--- src/rtl/gate_preact_acc.sv ---
// -----------------------------------------------------------------------------
// gate_preact_acc
//
// Builds one LSTM gate pre-activation per input vector. Weight x activation
// beats are multiplied at full precision, accumulated, offset by the bias, and
// then rounded and saturated into the (1,5,12) format that tanh_in expects.
// The block has no stalls and no backpressure: one beat per cycle at most, and
// one 18-bit result word per vector.
//
// Ports
//   clk        single clock, everything on posedge
//   rst        synchronous active-high reset
//   in_valid   beat qualifier for x_in / w_in
//   in_last    final beat of the vector (ignored when in_valid is low)
//   x_in       signed activation, (1,5,12)
//   w_in       signed weight, (1,0,17)
//   bias_in    signed bias, (1,5,12); only sampled on the in_last beat
//   out_valid  one-cycle pulse per completed vector
//   out_data   signed pre-activation, (1,5,12); holds between pulses
//   out_sat    1 = out_data was clipped; qualified by out_valid
//   len_err    sticky: some vector ran past MAX_LEN beats; cleared by rst only
//
// Pipeline (edge E samples the last beat, out_valid is high after E+4)
//   S0  input registers                       (E)
//   S1  36-bit product, (2,5,29)              (E+1)
//   S2  accumulator, ACC_W bits, 29 frac bits (E+2)
//   S3a bias add + round to 12 frac bits      (E+3)
//   S3b saturate and drive outputs            (E+4)
// -----------------------------------------------------------------------------
module gate_preact_acc #(
    parameter int ACC_W   = 48,
    parameter int MAX_LEN = 1024
) (
    input  logic        clk,
    input  logic        rst,
    input  logic        in_valid,
    input  logic        in_last,
    input  logic [17:0] x_in,
    input  logic [17:0] w_in,
    input  logic [17:0] bias_in,
    output logic        out_valid,
    output logic [17:0] out_data,
    output logic        out_sat,
    output logic        len_err
);

    // The beat counter saturates at MAX_LEN, so it only needs to reach that value.
    localparam int CNT_W = $clog2(MAX_LEN + 1);
    // Width of the rounded sum once the 17 extra fractional bits are dropped.
    localparam int Q_W   = ACC_W - 16;

    // ---------------------------------------------------------------- S0
    logic             s0_valid_q, s0_valid_d;
    logic             s0_last_q,  s0_last_d;
    logic [17:0]      s0_x_q,     s0_x_d;
    logic [17:0]      s0_w_q,     s0_w_d;
    logic [17:0]      s0_bias_q,  s0_bias_d;
    logic [CNT_W-1:0] cnt_q,      cnt_d;
    logic             len_err_q,  len_err_d;

    // ---------------------------------------------------------------- S1
    logic             s1_valid_q, s1_valid_d;
    logic             s1_last_q,  s1_last_d;
    logic [35:0]      s1_prod_q,  s1_prod_d;
    logic [17:0]      s1_bias_q,  s1_bias_d;

    // ---------------------------------------------------------------- S2
    logic [ACC_W-1:0] acc_q,      acc_d;
    logic             fresh_q,    fresh_d;
    logic             s2_done_q,  s2_done_d;
    logic [17:0]      s2_bias_q,  s2_bias_d;

    // ---------------------------------------------------------------- S3a
    logic             s3_valid_q, s3_valid_d;
    logic [Q_W-1:0]   s3_q_q,     s3_q_d;

    // ---------------------------------------------------------------- S3b
    logic             out_valid_q, out_valid_d;
    logic [17:0]      out_data_q,  out_data_d;
    logic             out_sat_q,   out_sat_d;

    // ---------------------------------------------------------------- S0 logic
    always_comb begin
        s0_valid_d = in_valid;
        // in_last only means something on a valid beat.
        s0_last_d  = in_valid & in_last;
        s0_x_d     = s0_x_q;
        s0_w_d     = s0_w_q;
        s0_bias_d  = s0_bias_q;
        cnt_d      = cnt_q;
        len_err_d  = len_err_q;

        if (in_valid) begin
            s0_x_d    = x_in;
            s0_w_d    = w_in;
            s0_bias_d = bias_in;
            // cnt_q is the number of beats already seen in this vector, so a
            // beat arriving with cnt_q == MAX_LEN is beat number MAX_LEN+1.
            if (cnt_q == CNT_W'(MAX_LEN)) begin
                len_err_d = 1'b1;
            end
            if (in_last) begin
                cnt_d = '0;
            end else if (cnt_q != CNT_W'(MAX_LEN)) begin
                cnt_d = cnt_q + CNT_W'(1);
            end
        end
    end

    // ---------------------------------------------------------------- S1 logic
    // Both operands are sign-extended to 36 bits; the low 36 bits of the
    // unsigned product are then the exact two's-complement product, which
    // always fits since |x*w| <= 2^34.
    logic [35:0] x_ext, w_ext;

    always_comb begin
        x_ext      = {{18{s0_x_q[17]}}, s0_x_q};
        w_ext      = {{18{s0_w_q[17]}}, s0_w_q};
        s1_valid_d = s0_valid_q;
        s1_last_d  = s0_last_q;
        s1_prod_d  = s1_prod_q;
        s1_bias_d  = s1_bias_q;
        if (s0_valid_q) begin
            s1_prod_d = x_ext * w_ext;
            s1_bias_d = s0_bias_q;
        end
    end

    // ---------------------------------------------------------------- S2 logic
    // fresh marks that the next valid beat opens a new vector, so a first beat
    // right behind a last beat restarts from zero without needing a bubble.
    // The completed sum stays in acc_q for exactly one cycle, which is when
    // S3a picks it up.
    logic [ACC_W-1:0] acc_base;

    always_comb begin
        acc_base  = fresh_q ? '0 : acc_q;
        acc_d     = acc_q;
        fresh_d   = fresh_q;
        s2_done_d = s1_valid_q & s1_last_q;
        s2_bias_d = s2_bias_q;
        if (s1_valid_q) begin
            // Wraps modulo 2^ACC_W on overlong vectors; len_err flags that case.
            acc_d   = acc_base + {{(ACC_W-36){s1_prod_q[35]}}, s1_prod_q};
            fresh_d = s1_last_q;
            if (s1_last_q) begin
                s2_bias_d = s1_bias_q;
            end
        end
    end

    // ---------------------------------------------------------------- S3a logic
    // Target: q = (acc + (bias << 17) + 2^16) >>> 17.
    // The bias term has no bits below 17, so it can be added after the shift,
    // and adding 2^16 before the shift is the same as adding acc[16] after it.
    // This keeps the adder at ACC_W-16 bits with an identical result.
    logic [Q_W-1:0] acc_hi;
    logic [Q_W-1:0] bias_ext;
    logic [Q_W-1:0] round_bit;

    always_comb begin
        acc_hi     = {acc_q[ACC_W-1], acc_q[ACC_W-1:17]};
        bias_ext   = {{(Q_W-18){s2_bias_q[17]}}, s2_bias_q};
        round_bit  = {{(Q_W-1){1'b0}}, acc_q[16]};
        s3_valid_d = s2_done_q;
        s3_q_d     = s3_q_q;
        if (s2_done_q) begin
            s3_q_d = acc_hi + bias_ext + round_bit;
        end
    end

    // ---------------------------------------------------------------- S3b logic
    // The rounded value fits in 18 bits exactly when every bit from 17 up is a
    // copy of the sign; otherwise the sign picks which rail to clip to.
    logic q_fits;

    always_comb begin
        q_fits      = (&s3_q_q[Q_W-1:17]) | ~(|s3_q_q[Q_W-1:17]);
        out_valid_d = s3_valid_q;
        out_data_d  = out_data_q;
        out_sat_d   = out_sat_q;
        if (s3_valid_q) begin
            if (q_fits) begin
                out_data_d = s3_q_q[17:0];
                out_sat_d  = 1'b0;
            end else if (s3_q_q[Q_W-1]) begin
                out_data_d = 18'h20000;
                out_sat_d  = 1'b1;
            end else begin
                out_data_d = 18'h1FFFF;
                out_sat_d  = 1'b1;
            end
        end
    end

    // ---------------------------------------------------------------- registers
    always_ff @(posedge clk) begin
        if (rst) begin
            s0_valid_q  <= 1'b0;
            s0_last_q   <= 1'b0;
            s0_x_q      <= '0;
            s0_w_q      <= '0;
            s0_bias_q   <= '0;
            cnt_q       <= '0;
            len_err_q   <= 1'b0;
            s1_valid_q  <= 1'b0;
            s1_last_q   <= 1'b0;
            s1_prod_q   <= '0;
            s1_bias_q   <= '0;
            acc_q       <= '0;
            fresh_q     <= 1'b1;
            s2_done_q   <= 1'b0;
            s2_bias_q   <= '0;
            s3_valid_q  <= 1'b0;
            s3_q_q      <= '0;
            out_valid_q <= 1'b0;
            out_data_q  <= '0;
            out_sat_q   <= 1'b0;
        end else begin
            s0_valid_q  <= s0_valid_d;
            s0_last_q   <= s0_last_d;
            s0_x_q      <= s0_x_d;
            s0_w_q      <= s0_w_d;
            s0_bias_q   <= s0_bias_d;
            cnt_q       <= cnt_d;
            len_err_q   <= len_err_d;
            s1_valid_q  <= s1_valid_d;
            s1_last_q   <= s1_last_d;
            s1_prod_q   <= s1_prod_d;
            s1_bias_q   <= s1_bias_d;
            acc_q       <= acc_d;
            fresh_q     <= fresh_d;
            s2_done_q   <= s2_done_d;
            s2_bias_q   <= s2_bias_d;
            s3_valid_q  <= s3_valid_d;
            s3_q_q      <= s3_q_d;
            out_valid_q <= out_valid_d;
            out_data_q  <= out_data_d;
            out_sat_q   <= out_sat_d;
        end
    end

    assign out_valid = out_valid_q;
    assign out_data  = out_data_q;
    assign out_sat   = out_sat_q;
    assign len_err   = len_err_q;

endmodule

--- config.mk ---
export PLATFORM = sky130hd
export DESIGN_NAME = gate_preact_acc
export DESIGN_NICKNAME = d
export VERILOG_FILES = /design/src/rtl/gate_preact_acc.sv
export SDC_FILE = /design/constraint.sdc
export NUM_CORES = 2
export LEC_CHECK = 0
export CAP_MARGIN = 20
export CORE_ASPECT_RATIO = 1.4
export CORE_MARGIN = 4
export CORE_UTILIZATION = 48
export DETAILED_ROUTE_END_ITERATION = 8
export GPL_ROUTABILITY_DRIVEN = 0
export PLACE_DENSITY_LB_ADDON = 0.08
export SETUP_SLACK_MARGIN = 0.15
export SLEW_MARGIN = 20
export SYNTH_ARGS = -nofsm -noshare
export SYNTH_HDL_FRONTEND = slang
export SYNTH_SLANG_ARGS = --single-unit
--- constraint.sdc ---
create_clock -name clk -period 7.85 [get_ports clk]
set_clock_uncertainty 0.15 [all_clocks]
set_input_delay 1.57 -clock clk [delete_from_list [all_inputs] [get_ports clk]]
set_output_delay 1.57 -clock clk [all_outputs]
set_load 0.005 [all_outputs]
==> run metrics <==
setup TNS 0 ns; placed cell area 0.0263 mm²; TritonCTS clock tree done; Worst EP required 8.17 ns; P per Cell Area 144 mW/mm²; WL final 64.2 mm; Synth area leader fa_1; postcts setup bufs 0; FILL cells 4,817; Core ar. 0.0514 mm²; Worst Path Arrival 7.44 ns; final core occ 53.1%; average size of a mapped cell 8.91 µm²; status complete, no violations; Leakage 12.8 nW; final instance area 0.0273 mm²; final setup fails 0; vias per inst 5.42; CP endpoint kind flip-flop; syn nets 3,377; RSZ-0062 raised after global routing false; ranking of synthesized cells by area fa_1, dfxtp_1, ha_1; 1st-iter DRT viols 778; Reg clk slew, reported paths 0.07 ns; period utilisation layout 90.8%; dpl cells 3,429; ant diodes 0; ratio of cells with drive above 1 in the final layout 3.42%; die height 278 µm; post_cts resized 0; maximum vdd drop 0.149 mV; HP Class flip-flop to flip-flop; cell row count 98; CTS sink cnt 245; number of global-route vias before repair 20,400; Post-synth EDFFs 0; fmax 140 MHz; total of max-cap violations 0; most common cell in the netlist inv_1; Setup CP Type flip-flop to flip-flop; Ys Warns 0; Finished Layout Cells 3,483; Hold Buf Count CTS 0; CP startpoint kind flip-flop; Pins Over Slew Limit 0; DRT Pass-1 Iters 5; clock latency on the worst-skew pair 0.58 ns; Clock Tree Buf Depth 3; CTS H-tree lvls 1; register area share after synthesis 19.6%; Layout Area Growth over Synthesis 8.85%; first-pass GRT wire length 107 mm; Tmin final 7.12 ns; IO buf count 78; FFs w/ async S/R, synth 0%; relative slew slack 36.6%; DR WL/cell 18.4 µm; Final Hold Vio Count 0; CTS Buf Count 29; die area 0.0560 mm²; num ports 79; synth cell count leaders inv_1, fa_1, nor2_1; initial antenna violation count 0; Initial Utilization 48.8%; Yosys top cell area share 26.5%; Vias 18,900; chip width 201 µm; GRT Residual Overflow 0; dpl ws 0.723 ns; Post-DP HPWL 50.4 mm; Distinct cells, synth 73; Critical Path Fanout Max 19; Worst Tran Pin Value 0.951 ns; post-layout net count 3,372; synthesized area 0.0251 mm²; pin count of the biggest net entering global routing 85; antenna-violating nets left 0; Synth Flop Type dfxtp_1; Post-Syn Instances 2,815; Final WS setup 0.725 ns; CTS Root Buffer Type clkbuf_16; gr usage total 23.2%; DRC errors left 0; #FFs+latches synth 245
-- area by class of cell --
type | count | area, µm² | area share (%)
Multi-Input combinational cell | 2018 | 18100 | 66.3
Sequential cell | 245 | 4910 | 18.0
Inverter | 415 | 1560 | 5.71
Timing Repair Buffer | 101 | 952 | 3.49
Tap cell | 650 | 813 | 2.98
Clock buffer | 37 | 776 | 2.84
Clock inverter | 17 | 185 | 0.678
-- worst paths after layout --
| path | slack [ns] | to | from | cells past startpoint |
|---|---|---|---|---|
| max | 0.73 | s1_prod_q[35]$_SDFFE_PP0P_ | s0_x_q[7]$_SDFFE_PP0P_ | 23 |
| min reg2reg | 0.30 | s1_last_q$_SDFF_PP0_ | s0_last_q$_SDFF_PP0_ | 1 |
| max reg2reg | 0.73 | s1_prod_q[35]$_SDFFE_PP0P_ | s0_x_q[7]$_SDFFE_PP0P_ | 23 |
| min | 0.30 | s1_last_q$_SDFF_PP0_ | s0_last_q$_SDFF_PP0_ | 1 |
-- placed cells by master, fill, tap and decap left out, drive strengths merged, types with 28 or more instances in the layout --
cell type / synthesis / layout
fa: 332 / 332
xor2: 28 / 28
nor2: 261 / 261
dfxtp: 245 / 245
a21oi: 129 / 129
mux2i: 141 / 141
clkbuf: 116 / 37
nand2: 221 / 221
inv: 415 / 417
xnor2: 70 / 70
o21ai: 47 / 47
and2: 171 / 171
ha: 172 / 172
nor2b: 66 / 66
a21o: 57 / 57
a211oi: 39 / 39
clkdlybuf4s50: 0 / 76
-- state kept, by name (all words and copies together) (netlist names) --
name	cells
s0_valid_q	1
s0_last_q	1
out_valid	1
s1_last_q	1
s1_valid_q	1
s1_bias_q	18
s0_bias_q	18
s1_prod_q	36
out_data	18
s2_bias_q	18
cnt_q	11
out_valid_d	1
s2_done_q	1
fresh_q	1
s0_w_q	18
out_sat	1
len_err	1
acc_q	48
s3_q_q	32
s0_x_q	18
-- stage by stage --
| stage | total power, mW | hold WS (ns) |
|---|---|---|
| floorplan | 2.23 | 0.264 |
| global placement | 2.56 | 0.295 |
| detailed placement | 2.56 | 0.288 |
| CTS | 3.99 | 0.303 |
| global route | 4.20 | 0.316 |
| finish | 3.93 | 0.299 |
-- routing by layer --
metal | GRT usage, % | vias to the layer above | wire [µm]
met5 | 0 | - | 0
met1 | 27.4 | 9341 | 25700
met3 | 2.56 | 127 | 2230
li1 | - | 9073 | -
met2 | 43.3 | 348 | 33500
met4 | 8.37 | 0 | 2650
-- cells by family (layout without fill, tap and decap cells) --
group,Yosys count,after routing,synth area share [%]
AND/OR/NAND/NOR,849,849,16.3
buffers and inverters,552,570,8.26
adder cells (fa/ha/maj),504,504,35.1
AO/OA/AOI/OAI,425,425,11.7
flip-flops,245,245,19.6
multiplexers,142,142,5.67
XOR/XNOR,98,98,3.42
-- power by group --
group	leakage, nW	total [mW]	internal [mW]	switching, mW
clock network	0.468	1.38	0.801	0.576
logic	10.4	1.16	0.490	0.666
registers	1.99	1.39	1.30	0.0978
-- worst max-delay path, cell delays in order (launching register included) --
cell and delay (ns):
dfxtp_1 0.82, nand2_1 0.20, fa_1 0.58, inv_1 0.06, fa_1 0.50, inv_1 0.05
fa_1 0.54, inv_1 0.05, fa_1 0.48, fa_1 0.50, inv_1 0.05, fa_1 0.48
inv_1 0.04, ha_1 0.36, a21oi_1 0.15, o21ai_0 0.17, a22oi_1 0.23, o31a_1 0.26
o31a_1 0.22, nor3_1 0.09, a2111oi_4 0.32, a21oi_1 0.13, or3_1 0.36, a31o_1 0.22
Power figures use the tool's default switching activity.
